<file path="src/rtl/timing_sequencer.sv">
`default_nettype none
// ------------------------------------------------------------------------
// timing_sequencer : one-hot T1..T4 machine-cycle strobes with T3 wait states,
//                    run/halt/single-step control and retired-instruction count
// Revision 1.0
// ------------------------------------------------------------------------
module timing_sequencer #(
  parameter int CNT_W    = 16,
  parameter int MAX_WAIT = 7
) (
  input  logic             clk,
  input  logic             Reset,
  input  logic             Run,
  input  logic             Halt_Req,
  input  logic             Step_Mode,
  input  logic             Step,
  input  logic             Mem_Op,
  input  logic             Mem_Ready,
  output logic             T1,
  output logic             T2,
  output logic             T3,
  output logic             T4,
  output logic             Cycle_Done,
  output logic             Halted,
  output logic             Timeout,
  output logic [3:0]       Wait_Cnt,
  output logic [CNT_W-1:0] Instr_Count
);

  typedef enum logic [2:0] {
    IDLE = 3'd0,
    S_T1 = 3'd1,
    S_T2 = 3'd2,
    S_T3 = 3'd3,
    S_T4 = 3'd4,
    HALT = 3'd5
  } state_t;

  localparam logic [3:0] c_max_wait = 4'(MAX_WAIT);

  state_t           r_state;
  logic             r_timeout;
  logic [3:0]       r_wait_cnt;
  logic [CNT_W-1:0] r_instr_count;

  always_ff @(posedge clk or negedge Reset) begin
    if (!Reset) begin
      r_state       <= IDLE;
      r_timeout     <= 1'b0;
      r_wait_cnt    <= 4'd0;
      r_instr_count <= '0;
    end else begin
      case (r_state)
        IDLE: begin
          if (Run) begin
            r_state   <= S_T1;
            r_timeout <= 1'b0;
          end
        end
        S_T1: r_state <= S_T2;
        S_T2: begin
          r_state    <= S_T3;
          r_wait_cnt <= 4'd0;
        end
        S_T3: begin
          // Mem_Ready matters only while a memory op is outstanding here
          if (!Mem_Op || Mem_Ready) begin
            r_state    <= S_T4;
            r_wait_cnt <= 4'd0;
          end else if (r_wait_cnt == c_max_wait) begin
            r_state    <= S_T4;
            r_wait_cnt <= 4'd0;
            r_timeout  <= 1'b1;
          end else begin
            r_wait_cnt <= r_wait_cnt + 4'd1;
          end
        end
        S_T4: begin
          r_instr_count <= r_instr_count + CNT_W'(1);
          r_wait_cnt    <= 4'd0;
          if (Halt_Req || Step_Mode) r_state <= HALT;
          else                       r_state <= S_T1;
        end
        HALT: begin
          // A step exit leaves Timeout alone; only a run exit clears it
          if (Step_Mode && Step) begin
            r_state <= S_T1;
          end else if (!Step_Mode && Run && !Halt_Req) begin
            r_state   <= S_T1;
            r_timeout <= 1'b0;
          end
        end
        default: r_state <= IDLE;
      endcase
    end
  end

  assign T1          = (r_state == S_T1);
  assign T2          = (r_state == S_T2);
  assign T3          = (r_state == S_T3);
  assign T4          = (r_state == S_T4);
  assign Cycle_Done  = (r_state == S_T4);
  assign Halted      = (r_state == IDLE) || (r_state == HALT);
  assign Timeout     = r_timeout;
  assign Wait_Cnt    = r_wait_cnt;
  assign Instr_Count = r_instr_count;

endmodule
`default_nettype wire

</file>
<file path="config.mk">
export PLATFORM = sky130hd
export DESIGN_NAME = timing_sequencer
export DESIGN_NICKNAME = d
export VERILOG_FILES = /design/src/rtl/timing_sequencer.sv
export SDC_FILE = /design/constraint.sdc
export NUM_CORES = 1
export LEC_CHECK = 0
export CORE_ASPECT_RATIO = 1.5
export CORE_MARGIN = 10
export CORE_UTILIZATION = 40
export DETAILED_ROUTE_END_ITERATION = 8
export PLACE_DENSITY = 0.69
export SLEW_MARGIN = 10
export SYNTH_ARGS = -nofsm -noshare
export SYNTH_HDL_FRONTEND = slang
export SYNTH_SLANG_ARGS = --single-unit
</file>
<file path="constraint.sdc">
create_clock -name clk -period 3.6 [get_ports clk]
set_input_delay 0.54 -clock clk [delete_from_list [all_inputs] [get_ports clk]]
set_output_delay 0.54 -clock clk [all_outputs]
set_load 0.01 [all_outputs]
</file>
Word level (Yosys, flattened, before mapping)
Index checks and enable logic that the tools add are counted.
{"block": "word_totals", "ff_bits": 24, "output_inout_bits": 27, "word_cells": 50}
{"block": "op_classes", "addsub": 2, "n_eq_ne": 13, "mux": 16, "reduce_logical": 15}
{"operator": "2-to-1 mux 3 bit", "count": 6}
{"operator": "case mux 3 bit (6 select lines)", "count": 1}
{"operator": "adder 16 x 1 -> 16 bit, second input constant", "count": 1}
{"operator": "2-to-1 mux 4 bit", "count": 2}
{"operator": "!= test 2 bit, second input constant", "count": 4}
{"operator": "case mux 4 bit (2 select lines)", "count": 1}
{"operator": "== test 3 x 2 -> 1 bit, second input constant", "count": 2}
{"operator": "== test 3 bit, second input constant", "count": 2}
{"operator": "AND reduction 6 bit", "count": 1}
{"operator": "2-to-1 mux 1 bit", "count": 5}
{"operator": "adder 4 x 1 -> 4 bit, second input constant", "count": 1}
{"operator": "== test 4 x 3 -> 1 bit, second input constant", "count": 1}
{"operator": "== test 3 x 1 -> 1 bit, second input constant", "count": 1}
{"operator": "logical AND 1 bit", "count": 3}
{"operator": "zero test 1 bit", "count": 3}
{"operator": "zero test 3 bit", "count": 1}
{"operator": "logical OR 1 bit", "count": 3}
{"operator": "!= test 3 x 1 -> 1 bit, second input constant", "count": 1}
{"operator": "!= test 3 bit, second input constant", "count": 1}
{"operator": "case mux 1 bit (3 select lines)", "count": 1}
{"operator": "AND reduction 3 bit", "count": 1}
{"operator": "nonzero test 3 bit", "count": 1}
{"operator": "!= test 2 x 1 -> 1 bit, second input constant", "count": 1}
{"operator": "nonzero test 2 bit", "count": 1}
{"operator": "OR reduction 2 bit", "count": 1}

Longest topological paths before layout
{"block": "depth", "depth_word": 6, "ltp_mapped": 6, "ltp_nobuf": 4}

Least setup slack after synthesis
OpenSTA, ideal clock, no wires.
{"block": "synth_path", "kind": "reg-to-output", "from": "register r_state[0]", "to": "output T4", "arrival_ps": 1060, "required_ps": 3060, "slack_ps": 2000, "stages_incl_launch_ff": 4, "cell_sequence": "dfrtp_1 buf_6 nor3b_4 buf_4"}
{"block": "synth_via", "elab_chain_cells": 1}
{"item": "start: declaration", "line_no": "41", "source": "state_t r_state;"}
{"item": "start signal: assignment", "line_no": "48", "source": "r_state <= IDLE;"}
{"item": "start signal: assignment", "line_no": "56", "source": "r_state <= S_T1;"}
{"item": "start signal: assignment", "line_no": "60", "source": "S_T1: r_state <= S_T2;"}
{"item": "== test 3 bit"}
{"item": "end: declaration", "line_no": "22", "source": "output logic T4,"}
Every way passes these cells.

Final worst setup path
{"block": "layout_path", "from": "register r_state[0]", "to": "output T4"}
{"block": "layout_via", "elab_chain_cells": 1}
{"item": "== test 3 bit", "line_no": "101", "source": "assign T4 = (r_state == S_T4);"}
Every way passes these cells.

==> impl_metrics.ini <==
[status]
status = finished clean

[critical_path]
cp.arrival_ps = 1850
slowest_delay_ps = 630
worstPathRequired_ps = 3060
critPathTopFamily = buffers and inverters
critPathCaptureType = primary output
crit_slowest_cell = clkdlybuf4s50_1
critPathMaxFanout = 10
cp-start-kind = register
cp_cell_sequence = nor3b_4, clkdlybuf4s50_1
crit_buf_inv = 1
path_class = reg -> out

[final_layout]
fillers = 274
layout_commonest_cell = clkdlybuf4s50_1
nets = 151
final_cell_mix = clkdlybuf4s50_1, dfrtp_1, xnor2_1
ff_latch_area_um2 = 600.6
drive_gt1_share_pct = 7.194
areaGrowthSynthToFinish_pct = 33.47
final_area_um2 = 1577
multi_input_area_um2 = 534.3
antennaDiodeCount = 0

[global_route]
grt_pass1_wl_um = 4602
grt_pass1_vias = 996
grt_overflow = 0
grt.total_usage_pct = 10.10
antenna_found_initial = 0
grt_max_degree = 25

[power_and_ir_drop]
vdd_drop_max_mv = 0.4137
p_total_w = 0.0008586
leakage_nw = 0.6746
power.density_nw_per_um2 = 544.6

[synth]
synth_cell_types = 36
syn_area_um2 = 1181
synthesis.nets = 116
synth_fa_ha_area_share_pct = 2.119
ys_seq_elements = 24
syn_area_per_cell_um2 = 11.14
syn_inst = 106
synth_mux_area_share_pct = 0.9534
yosys.area_share.simple_pct = 21.61
ys_top_cells_by_area = dfrtp_1, xnor2_1, nand3_1
synth_xor_area_share_pct = 11.86
ys_seq_area_share_pct = 50.85
synth_warnings = 0
synth_top_area_share_pct = 50.85
synth-compound-area-share_pct = 8.686
synth_top_family_by_area = simple AND/OR/NAND/NOR gates
synth_top_cell_by_area = dfrtp_1

[sta]
setup_viol = 0
fin_skew_ps = 7.682
fin_crit_ps = 2395
slew_viol_final = 0
fmaxAchievable_ghz = 0.4176
slew_headroom_pct = 27.68
holdWs_ps = 471.1
rsz0062_at_grt = no
worstMarginPinSlew_ps = 1081
tns_ps = 0
fin_crit_sh_pct = 66.52
hold_viol_final = 0

[place]
gp_congestion = 0.7685
place_area_um2 = 1535
dpl.hpwl_um = 2082
io_buffers = 34

[detailed_routing]
viasPerCell = 5.169
totalWireLength_um = 2679
drt-pass1-iter-count = 4
vias = 920
antenna_left = 0
drcViolationCount = 0
drt_iter0_drc = 21
routedWlPerCell_um = 15.05

[clock_tree]
clock_sinks = 24
cts_inserted_buffers = 3
worstSkewPairLatency_ps = 260
cts.repair.resized = 0
ctsHoldBuffers = 0
ctsRootBufferMaster = clkbuf_8
cts_tree = done
cts_buffer_depth = 2
postCtsSetupBuffers = 0
htree_levels = 1
clk_pin_slew_worst_paths_ps = 80

[floorplan]
core-area_um2 = 2883
initial_core_util_pct = 40.97
die-area_um2 = 5571
io-pin-count = 35
die_w_um = 64.37
rows = 24
die_h_um = 86.55

[job]
maxCapViolations = 0

[worst_hold_path]
hold_class = reg -> reg
==> stage by stage <==
stage	cells	setup slack, ps	utilization (%)
finish	178	1205	54.69
global route	178	1103	54.69
CTS	178	1194	54.69
detailed placement	175	1501	53.26
global placement	175	1556	53.26
floorplan	106	2000	-
==> layout make-up <==
cell class	count	area share (%)
sequential	24	38.10
multi-input combinational	75	33.89
timing repair buffer	34	21.59
tap	39	3.095
clock buffer	3	2.619
inverter	3	0.7143
==> final timing paths <==
| check | start | to | slack (ps) | depth (start not counted) |
|---|---|---|---|---|
| max | r_state[0]$_DFFE_PN0P_ | T4 | 1210 | 2 |
| min | Instr_Count[15]$_DFFE_PN0P_ | Instr_Count[15]$_DFFE_PN0P_ | 470 | 1 |
| max reg2reg | r_state[0]$_DFFE_PN0P_ | Instr_Count[7]$_DFFE_PN0P_ | 1830 | 4 |
| min reg2reg | Instr_Count[15]$_DFFE_PN0P_ | Instr_Count[15]$_DFFE_PN0P_ | 470 | 1 |
| max in group asynchronous | Reset | Instr_Count[8]$_DFFE_PN0P_ | 2090 | 1 |
| min in group asynchronous | Reset | Instr_Count[14]$_DFFE_PN0P_ | 860 | 1 |
==> synth_stat cells, drive strengths merged <==
| master | count |
|---|---|
| and3b | 2 |
| nor3 | 1 |
| nand3 | 7 |
| a32oi | 1 |
| mux2 | 1 |
| and3 | 4 |
| nand2b | 1 |
| nor3b | 2 |
| nand4 | 6 |
| and4 | 2 |
| o21bai | 1 |
| a32o | 1 |
| o211ai | 1 |
| o21a | 1 |
| nand3b | 1 |
| nand2 | 7 |
| xor2 | 2 |
| nor2 | 4 |
| and2 | 2 |
| o21ai | 6 |
| a22o | 1 |
| a21o | 1 |
| ha | 2 |
| dfrtp | 24 |
| or4 | 1 |
| xnor2 | 14 |
| buf | 4 |
| a21oi | 3 |
| inv | 3 |
==> cells by family after synthesis <==
family,count (synthesis)
and+or+nand+nor,40
DFF,24
AOI/OAI and AO/OA,16
xor gates and xnor gates,16
buffers and inverters,7
adders and majority gates,2
muxes,1
==> per-layer routing <==
layer	share of wire, %	GRT usage [%]	vias up	wire [um]
li1	-	-	444	-
met1	42	11.07	444	1118
met2	48	16.10	30	1284
met3	9.8	5.297	2	262
met4	0.52	3.906	0	14
met5	0	0	-	0
==> state kept, by name, summed over array words and instances, names as in the netlist <==
| signal | count |
|---|---|
| Instr_Count | 16 |
| Timeout | 1 |
| Wait_Cnt | 4 |
| r_state | 3 |
==> worst reg2reg max path: cells and delay by family (launching register included) <==
kind	cells	cell delay (ps)
AND/OR/NAND/NOR	3	1010
flip-flops	1	500
XOR/XNOR	1	140
==> where the power goes <==
| group | total [W] | internal (W) | switching (W) | leakage (nW) |
|---|---|---|---|---|
| clock | 0.000156 | 0.0000747 | 0.0000809 | 0.0216 |
| sequential | 0.000385 | 0.000313 | 0.0000727 | 0.324 |
| combinational | 0.000318 | 0.000177 | 0.000140 | 0.329 |
| total | 0.000859 | 0.000565 | 0.000294 | 0.675 |
(Power assumes the default switching activity.)
